--- src/rtl/fir_pkg.sv ---
// rtl/fir_pkg.sv - shared state encoding and default sizing for the FIR tap accumulator
package fir_pkg;

    typedef enum logic [1:0] {
        ST_IDLE  = 2'd0,
        ST_ACCUM = 2'd1,
        ST_HOLD  = 2'd2
    } fir_state_t;

    localparam int DEF_DATA_WIDTH = 16;
    localparam int DEF_ACC_WIDTH  = 20;
    localparam int DEF_NUM_TAPS   = 8;

    function automatic int cnt_width(input int taps);
        return (taps < 2) ? 1 : $clog2(taps);
    endfunction

    localparam int DEF_CNT_WIDTH = cnt_width(DEF_NUM_TAPS);

endpackage

--- src/rtl/RCA_adder.sv ---
// rtl/RCA_adder.sv - combinational ripple-carry adder built from a chain of full adders
module RCA_adder
    import fir_pkg::*;
#(
    parameter int BIT_WIDTH = DEF_ACC_WIDTH
) (
    input  logic [BIT_WIDTH-1:0] add_1,
    input  logic [BIT_WIDTH-1:0] add_2,
    input  logic                 c_in,
    output logic [BIT_WIDTH-1:0] sum,
    output logic                 c_out
);

    logic [BIT_WIDTH:0] w_carry;

    assign w_carry[0] = c_in;

    genvar i;
    generate
        for (i = 0; i < BIT_WIDTH; i++) begin : g_fa
            assign sum[i]       = add_1[i] ^ add_2[i] ^ w_carry[i];
            assign w_carry[i+1] = (add_1[i] & add_2[i]) | (w_carry[i] & (add_1[i] ^ add_2[i]));
        end
    endgenerate

    assign c_out = w_carry[BIT_WIDTH];

endmodule

--- src/rtl/fir_tap_accumulator.sv ---
// rtl/fir_tap_accumulator.sv - sums NUM_TAPS signed products into one output sample
module fir_tap_accumulator
    import fir_pkg::*;
#(
    parameter int DATA_WIDTH = DEF_DATA_WIDTH,
    parameter int ACC_WIDTH  = DEF_ACC_WIDTH,
    parameter int NUM_TAPS   = DEF_NUM_TAPS
) (
    input  logic                  clk,
    input  logic                  rst_n,
    input  logic                  clear,
    input  logic                  in_valid,
    output logic                  in_ready,
    input  logic [DATA_WIDTH-1:0] in_data,
    output logic                  out_valid,
    input  logic                  out_ready,
    output logic [ACC_WIDTH-1:0]  out_data,
    output logic                  out_ovf
);

    localparam int                CNT_W    = cnt_width(NUM_TAPS);
    localparam logic [CNT_W-1:0]  LAST_TAP = CNT_W'(NUM_TAPS - 1);

    fir_state_t             r_state;
    logic [CNT_W-1:0]       r_cnt;
    logic [ACC_WIDTH-1:0]   r_acc;
    logic                   r_ovf_sticky;
    logic                   r_in_ready;
    logic                   r_out_valid;
    logic [ACC_WIDTH-1:0]   r_out_data;
    logic                   r_out_ovf;

    logic [ACC_WIDTH-1:0]   w_add_1;
    logic [ACC_WIDTH-1:0]   w_add_2;
    logic [ACC_WIDTH-1:0]   w_sum;
    logic                   w_unused_c_out;
    logic                   w_add_ovf;
    logic                   w_frame_ovf;
    logic                   w_accept;

    // IDLE feeds zero so a stale accumulator never leaks into a new frame
    assign w_add_1 = (r_state == ST_IDLE) ? '0 : r_acc;
    assign w_add_2 = ACC_WIDTH'($signed(in_data));

    RCA_adder #(
        .BIT_WIDTH (ACC_WIDTH)
    ) u_adder (
        .add_1 (w_add_1),
        .add_2 (w_add_2),
        .c_in  (1'b0),
        .sum   (w_sum),
        .c_out (w_unused_c_out)
    );

    assign w_add_ovf   = (w_add_1[ACC_WIDTH-1] == w_add_2[ACC_WIDTH-1]) &&
                         (w_sum[ACC_WIDTH-1]   != w_add_1[ACC_WIDTH-1]);
    assign w_frame_ovf = ((r_state == ST_IDLE) ? 1'b0 : r_ovf_sticky) | w_add_ovf;
    assign w_accept    = in_valid & r_in_ready & ~clear;

    always_ff @(posedge clk or negedge rst_n) begin
        if (!rst_n) begin
            r_state      <= ST_IDLE;
            r_cnt        <= '0;
            r_acc        <= '0;
            r_ovf_sticky <= 1'b0;
            r_in_ready   <= 1'b1;
            r_out_valid  <= 1'b0;
            r_out_data   <= '0;
            r_out_ovf    <= 1'b0;
        end else if (clear) begin
            r_state      <= ST_IDLE;
            r_cnt        <= '0;
            r_acc        <= '0;
            r_ovf_sticky <= 1'b0;
            r_in_ready   <= 1'b1;
            r_out_valid  <= 1'b0;
        end else begin
            case (r_state)
                ST_IDLE: begin
                    if (w_accept) begin
                        r_acc        <= w_sum;
                        r_ovf_sticky <= w_frame_ovf;
                        r_cnt        <= CNT_W'(1);
                        r_state      <= ST_ACCUM;
                    end
                end
                ST_ACCUM: begin
                    if (w_accept) begin
                        r_acc        <= w_sum;
                        r_ovf_sticky <= w_frame_ovf;
                        if (r_cnt == LAST_TAP) begin
                            r_cnt       <= '0;
                            r_state     <= ST_HOLD;
                            r_in_ready  <= 1'b0;
                            r_out_valid <= 1'b1;
                            r_out_data  <= w_sum;
                            r_out_ovf   <= w_frame_ovf;
                        end else begin
                            r_cnt <= r_cnt + CNT_W'(1);
                        end
                    end
                end
                ST_HOLD: begin
                    if (out_ready) begin
                        r_state     <= ST_IDLE;
                        r_in_ready  <= 1'b1;
                        r_out_valid <= 1'b0;
                    end
                end
                default: begin
                    r_state    <= ST_IDLE;
                    r_in_ready <= 1'b1;
                end
            endcase
        end
    end

    assign in_ready  = r_in_ready;
    assign out_valid = r_out_valid;
    assign out_data  = r_out_data;
    assign out_ovf   = r_out_ovf;

endmodule

--- config.mk ---
export PLATFORM = sky130hd
export DESIGN_NAME = fir_tap_accumulator
export DESIGN_NICKNAME = d
export VERILOG_FILES = /design/src/rtl/fir_pkg.sv /design/src/rtl/RCA_adder.sv /design/src/rtl/fir_tap_accumulator.sv
export SDC_FILE = /design/constraint.sdc
export NUM_CORES = 1
export LEC_CHECK = 0
export ABC_AREA = 1
export CAP_MARGIN = 20
export CORE_ASPECT_RATIO = 1.75
export CORE_MARGIN = 3
export CORE_UTILIZATION = 48
export CTS_CLUSTER_SIZE = 20
export DETAILED_ROUTE_END_ITERATION = 16
export DONT_BUFFER_PORTS = 1
export HOLD_SLACK_MARGIN = 0.12
export PLACE_DENSITY = 0.63
export SLEW_MARGIN = 10
export SYNTH_ARGS = -nofsm -noshare
export SYNTH_HDL_FRONTEND = slang
export SYNTH_HIERARCHICAL = 1
export SYNTH_SLANG_ARGS = --single-unit
--- constraint.sdc ---
create_clock -name clk -period 10.6 [get_ports clk]
set_clock_uncertainty 0.1 [all_clocks]
set_input_delay 2.12 -clock clk [delete_from_list [all_inputs] [get_ports clk]]
set_output_delay 2.12 -clock clk [all_outputs]
set_load 0.02 [all_outputs]
# ---- Yosys cells after proc, flatten, opt, wreduce, memory -nomap -nowiden
# Index checks and enable logic that the tools add are counted.
dict set report word_totals {
  regBits 49
  input_bits 21
  out_inout_bits 23
  wordCells 159
}
dict set report classes {
  add_sub_neg 1
  eq_ne 10
  mux 29
  n_bitwise 98
  reduce_logical 13
}
# cell n
set ops {}
lappend ops {{2-to-1 mux 20 bit} 4}
lappend ops {{AND 1 bit} 39}
lappend ops {{bitwise XOR 1 bit} 39}
lappend ops {{bitwise OR 1 bit} 19}
lappend ops {{AND reduction 4 bit} 4}
lappend ops {{2-to-1 mux 1 bit} 12}
lappend ops {{2-to-1 mux 3 bit} 4}
lappend ops {{!= test 3 bit, second input constant} 4}
lappend ops {{2-to-1 mux 2 bit} 5}
lappend ops {{one-hot mux 2 bit (3 select lines)} 1}
lappend ops {{one-hot mux 3 bit (2 select lines)} 1}
lappend ops {{nonzero test 3 bit} 2}
lappend ops {{nonzero test 2 bit} 2}
lappend ops {{adder 3 x 1 -> 3 bit, second input constant} 1}
lappend ops {{== test 3 bit, second input constant} 1}
lappend ops {{one-hot mux 1 bit (3 select lines)} 1}
lappend ops {{AND reduction 3 bit} 1}
lappend ops {{== test 2 x 1 -> 1 bit, second input constant} 1}
lappend ops {{== test 2 bit, second input constant} 1}
lappend ops {{logical NOT 2 bit} 1}
lappend ops {{!= test 2 bit, second input constant} 1}
lappend ops {{one-hot mux 1 bit (2 select lines)} 1}
lappend ops {{AND reduction 2 bit} 1}
lappend ops {{OR reduction 2 bit} 1}
lappend ops {{other kinds (4)} 4}

# ---- Logic depth before layout (Yosys ltp)
dict set report logic_depth {
  word_depth 46
  depth_mapped 34
  depth_no_buf 34
}

# ---- By module
# The synthesis kept the hierarchy.
# module instances cells_per_inst area_each_um2 seq_area_each_um2
set modules_own_cells {}
lappend modules_own_cells {fir_tap_accumulator 1 244 2208.4 1227.4}
lappend modules_own_cells {RCA_adder 1 30 437.9 0.0}

# ---- Worst setup path before layout
# No wires, ideal clock.
dict set report synth_timing {
  kind {in2reg}
  start {input port in_data[0]}
  end {register r_out_ovf, in the netlist out_ovf}
  setup_ns 0.065
  arrival_time_ns 10.039
  t_required_ns 10.435
  slack_ns 0.396
  path_stages 30
  n_path_buf 0
  cell_sequence {fa_1 > fa_1 > fa_1 > fa_1 > fa_1 > fa_1 > fa_1 > fa_1 > fa_1 > fa_1 > fa_1 > fa_1 > fa_1 > fa_1 > fa_1 > fa_1 > inv_1 > fa_1 > inv_1 > fa_1 > fa_1 > inv_1 > fa_1 > inv_1 > inv_1 > nor2_1 > nand2_1 > nand3_1 > nand2_1 > nand2_1}
}
dict set report synth_between {
  elab_chain_cells 41
}
# element line_no
set synth_lines {}
lappend synth_lines {{from (decl)} fir_tap_accumulator.sv:14} ;# input logic [DATA_WIDTH-1:0] in_data,
lappend synth_lines {{AND 1 bit (2 in series)} RCA_adder.sv:22} ;# assign w_carry[i+1] = (add_1[i] & add_2[i]) | (w_carry[i] & (add_1[i] ^ add_2[i]));
lappend synth_lines {{bitwise OR 1 bit} RCA_adder.sv:22}
lappend synth_lines {{AND 1 bit} RCA_adder.sv:22}
lappend synth_lines {{bitwise OR 1 bit} RCA_adder.sv:22}
lappend synth_lines {{AND 1 bit} RCA_adder.sv:22}
lappend synth_lines {{bitwise OR 1 bit} RCA_adder.sv:22}
lappend synth_lines {{AND 1 bit} RCA_adder.sv:22}
lappend synth_lines {{bitwise OR 1 bit} RCA_adder.sv:22}
lappend synth_lines {{(+25 left out)} n/a}
lappend synth_lines {{bitwise OR 1 bit} RCA_adder.sv:22}
lappend synth_lines {{AND 1 bit} RCA_adder.sv:22}
lappend synth_lines {{bitwise OR 1 bit} RCA_adder.sv:22}
lappend synth_lines {{bitwise XOR 1 bit} RCA_adder.sv:21} ;# assign sum[i] = add_1[i] ^ add_2[i] ^ w_carry[i];
lappend synth_lines {{named net w_sum[19]} fir_tap_accumulator.sv:35} ;# logic [ACC_WIDTH-1:0] w_sum;
lappend synth_lines {{!= test 1 bit} fir_tap_accumulator.sv:56} ;# (w_sum[ACC_WIDTH-1] != w_add_1[ACC_WIDTH-1]);
lappend synth_lines {{logical AND 1 bit} fir_tap_accumulator.sv:55} ;# assign w_add_ovf = (w_add_1[ACC_WIDTH-1] == w_add_2[ACC_WIDTH-1]) &&
lappend synth_lines {{bitwise OR 1 bit} fir_tap_accumulator.sv:57} ;# assign w_frame_ovf = ((r_state == ST_IDLE) ? 1'b0 : r_ovf_sticky) | w_add_ovf;
lappend synth_lines {{to (signal assigned)} fir_tap_accumulator.sv:97} ;# r_out_ovf <= w_frame_ovf;
lappend synth_lines {{to (decl)} fir_tap_accumulator.sv:31} ;# logic r_out_ovf;
# The timed path passes the listed nets, and every way through them passes these cells.
# A chain may end at the register's enable or synchronous reset.

# ---- Worst setup path in the final report
dict set report layout_timing {
  start {input port in_data[0]}
  end {register r_ovf_sticky}
}
dict set report layout_between {
  elab_chain_cells 44
}
# element line_no
set layout_lines {}
lappend layout_lines {{AND 1 bit (2 in series)} RCA_adder.sv:22}
lappend layout_lines {{bitwise OR 1 bit} RCA_adder.sv:22}
lappend layout_lines {{AND 1 bit} RCA_adder.sv:22}
lappend layout_lines {{bitwise OR 1 bit} RCA_adder.sv:22}
lappend layout_lines {{AND 1 bit} RCA_adder.sv:22}
lappend layout_lines {{bitwise OR 1 bit} RCA_adder.sv:22}
lappend layout_lines {{AND 1 bit} RCA_adder.sv:22}
lappend layout_lines {{bitwise OR 1 bit} RCA_adder.sv:22}
lappend layout_lines {{(+28 left out)} n/a}
lappend layout_lines {{bitwise XOR 1 bit} RCA_adder.sv:21}
lappend layout_lines {{named net w_sum[19]} fir_tap_accumulator.sv:35}
lappend layout_lines {{!= test 1 bit} fir_tap_accumulator.sv:56}
lappend layout_lines {{logical AND 1 bit} fir_tap_accumulator.sv:55}
lappend layout_lines {{bitwise OR 1 bit} fir_tap_accumulator.sv:57}
lappend layout_lines {{2-to-1 mux 1 bit} {fir_tap_accumulator.sv:80, fir_tap_accumulator.sv:88}}
lappend layout_lines {{2-to-1 mux 1 bit} n/a}
lappend layout_lines {{2-to-1 mux 1 bit} fir_tap_accumulator.sv:70} ;# end else if (clear) begin
lappend layout_lines {{to (signal assigned)} fir_tap_accumulator.sv:82} ;# r_ovf_sticky <= w_frame_ovf;
lappend layout_lines {{to (signal assigned)} fir_tap_accumulator.sv:90} ;# r_ovf_sticky <= w_frame_ovf;
lappend layout_lines {{to (decl)} fir_tap_accumulator.sv:27} ;# logic r_ovf_sticky;
# The timed path passes the listed nets, and every way through them passes these cells. The select of a mux whose other input is x is not followed.

==> run_results.csv <==
group,metric,value,unit
status,status,"finished clean",
placed_design,routabilityCongestion,0.771,
drt,ant_nets,0,
final_layout,drive_gt1_share,14.2,%
final_layout,antenna_cells,0,
logic_synthesis,syn_inst,273,
setup_path,critical_path_class,"input port to flip-flop",
final_layout,area_growth,4.92,%
floorplanning,rows,35,
setup_path,max_stage_delay,0.41,ns
sta,slew_headroom,35.5,%
setup_path,r2r_setup_slack,1.01,ns
clock_network,cts_tree,"yes",
clock_network,postCtsHoldBufs,0,
setup_path,cpMaxStageDelayCell,"fa_1",
clock_network,cts_root_buffer,"clkbuf_8",
placed_design,dp_hpwl,3270,um
global_routing,antenna_found_initial,0,
power_and_ir_drop,p_sw_share,35.8,%
drt,drt_iter0_drc,38,
sta,grt_setup_unrepaired,"false",
final_layout,layout_commonest_cell,"inv_1",
sta,fin_crit_sh,96.8,%
setup_path,r2r_start,"r_state[0]",
power_and_ir_drop,fin_total_pwr,0.000466,W
clock_network,clk_latency,0.30,ns
setup_path,startpoint_type,"input port",
final_layout,layout.nets,316,
worst_hold_path,hp-class,"flip-flop to flip-flop",
setup_path,ff2ff_path_depth,34,
global_routing,track_usage,17.1,%
power_and_ir_drop,vdd_drop_max,0.000106,V
sta,max_freq,97.5,MHz
clock_network,clock-sinks,49,
drt,wl,4650,um
final_layout,mostFrequentLayoutCells,"inv_1, dfrtp_1, nand2_1, nor2_1",
logic_synthesis,avgSynthCellArea,9.68,um^2
power_and_ir_drop,powerDensity,168,nW/um^2
floorplanning,ios,44,
power_and_ir_drop,sequentialPowerShare,47.6,%
global_routing,grt_max_degree,50,
placed_design,placedCellCount,340,
logic_synthesis,ys_warn_count,6,
sta,period_needed,10.26,ns
clock_network,path_clk_slew,0.08,ns
setup_path,critPathCapture,"r_ovf_sticky",
sta,slew_viol_final,0,
floorplanning,die_w,62.1,um
drt,dr.pass1.iters,4,
floorplanning,fp.coreArea,5300,um^2
setup_path,cpMostUsedCell,"fa_1",
final_layout,fin_cells,348,
power_and_ir_drop,comb_power_share,29.2,%
drt,vias,1699,
sta,hold_violations,0,
drt,drc_errors,0,
clock_network,clk_path_buf_depth,2,
global_routing,grt_pass1_wl,8360,um
global_routing,grt.overflow.total,0,
global_routing,grt_pass1_vias,1808,
drt,routedWlPerCell,13.4,um
power_and_ir_drop,p_clk_share,23.3,%
floorplanning,die_height,104,um
clock_network,cts_max_level,2,
sta,tightest_slew,0.965,ns
logic_synthesis,netlist_area,2640,um^2
logic_synthesis,syn_nets,316,
power_and_ir_drop,p_leak,1.41,nW
power_and_ir_drop,switchingPower,0.000167,W
setup_path,required,10.74,ns
setup_path,reg2reg_to,"r_ovf_sticky",
sta,finalSetupViolCount,0,
setup_path,crit_path_end_kind,"flip-flop",
setup_path,crit_fanout,3,
floorplanning,die_area,6470,um^2
setup_path,crit_start,"in_data[0]",
floorplanning,initial_core_util,49.9,%
setup_path,cp.arrival,10.40,ns
job,cap_violations,0,
drt,viasPerCell,4.88,
power_and_ir_drop,p_int,0.000299,W
final_layout,fill_cells,480,
placed_design,portBuffers,0,
clock_network,cts-buffers-inserted,5,
-- state kept, by name, summed over array words and instances, names as in the netlist --
register	flops
out_valid	1
r_cnt	3
out_ovf	1
r_state	2
in_ready	1
r_ovf_sticky	1
out_data	20
r_acc	20
-- how the worst min path moves through the flow --
stage,start,endpoint,slack (ns),depth (start not counted)
2_1_floorplan,r_ovf_sticky,r_ovf_sticky,0.35,2
3_3_place_gp,r_ovf_sticky,r_ovf_sticky,0.36,2
3_5_place_dp,r_ovf_sticky,r_ovf_sticky,0.37,2
4_1_cts,r_ovf_sticky,r_ovf_sticky,0.39,2
5_1_grt,r_cnt[1],r_cnt[1],0.44,2
6_report,r_ovf_sticky,r_ovf_sticky,0.39,2
-- power groups by stage --
stage	Combinational [W]	Clock [W]	Sequential (W)
after detailed placement	0.000137	0	0.000226
after CTS	0.000137	0.000112	0.000222
after global routing	0.000161	0.000121	0.000225
after global placement	0.000133	0	0.000225
after floorplan	0.000109	0	0.000223
final	0.000136	0.000108	0.000222
-- critical path: cells and delay by family --
kind          cells  cell delay [ns]
fa+ha+maj        20             7.56
buf+inv           5             0.35
simple gates      5             0.34
-- final cells by class --
type / count / area (um^2) / area share [%]
well taps: 74 / 92.6 / 3.34
clock inverters: 2 / 15.0 / 0.542
flip-flops and latches: 49 / 1230 / 44.3
multi-input cells: 151 / 1110 / 40.0
repair buffers: 2 / 15.0 / 0.542
clock buffers: 6 / 72.6 / 2.62
inverters: 64 / 240 / 8.66
-- repair_timing --
| action | CTS | global route |
|---|---|---|
| setup endpoints to repair | 0 | 2 |
| gates resized for setup | 0 | 2 |
| buffers inserted | 0 | 0 |
-- metrics by stage --
step / worst slack (ns) / hold slack, ns / instance area, um^2 / setup TNS (ns) / utilization [%]
after detailed placement: -0.0407 / 0.365 / 2680 / -0.0769 / 50.6
final: 0.341 / 0.388 / 2770 / 0 / 52.3
after floorplan: 0.396 / 0.349 / 2640 / 0 / -
after CTS: 0.225 / 0.388 / 2770 / 0 / 52.2
after global routing: 0.0528 / 0.439 / 2770 / 0 / 52.3
after global placement: -0.0175 / 0.363 / 2680 / -0.0350 / 50.6
-- layer usage --
metal  global-route usage (%)  vias to the layer above  wire length, um
met5                        0                        -                0
met4                     5.01                        0               70
met3                     4.22                        6              249
met2                     28.1                       33             2480
met1                     21.5                      830             1850
li1                         -                      830                -
No activity file was read; power rests on OpenSTA's default activity.
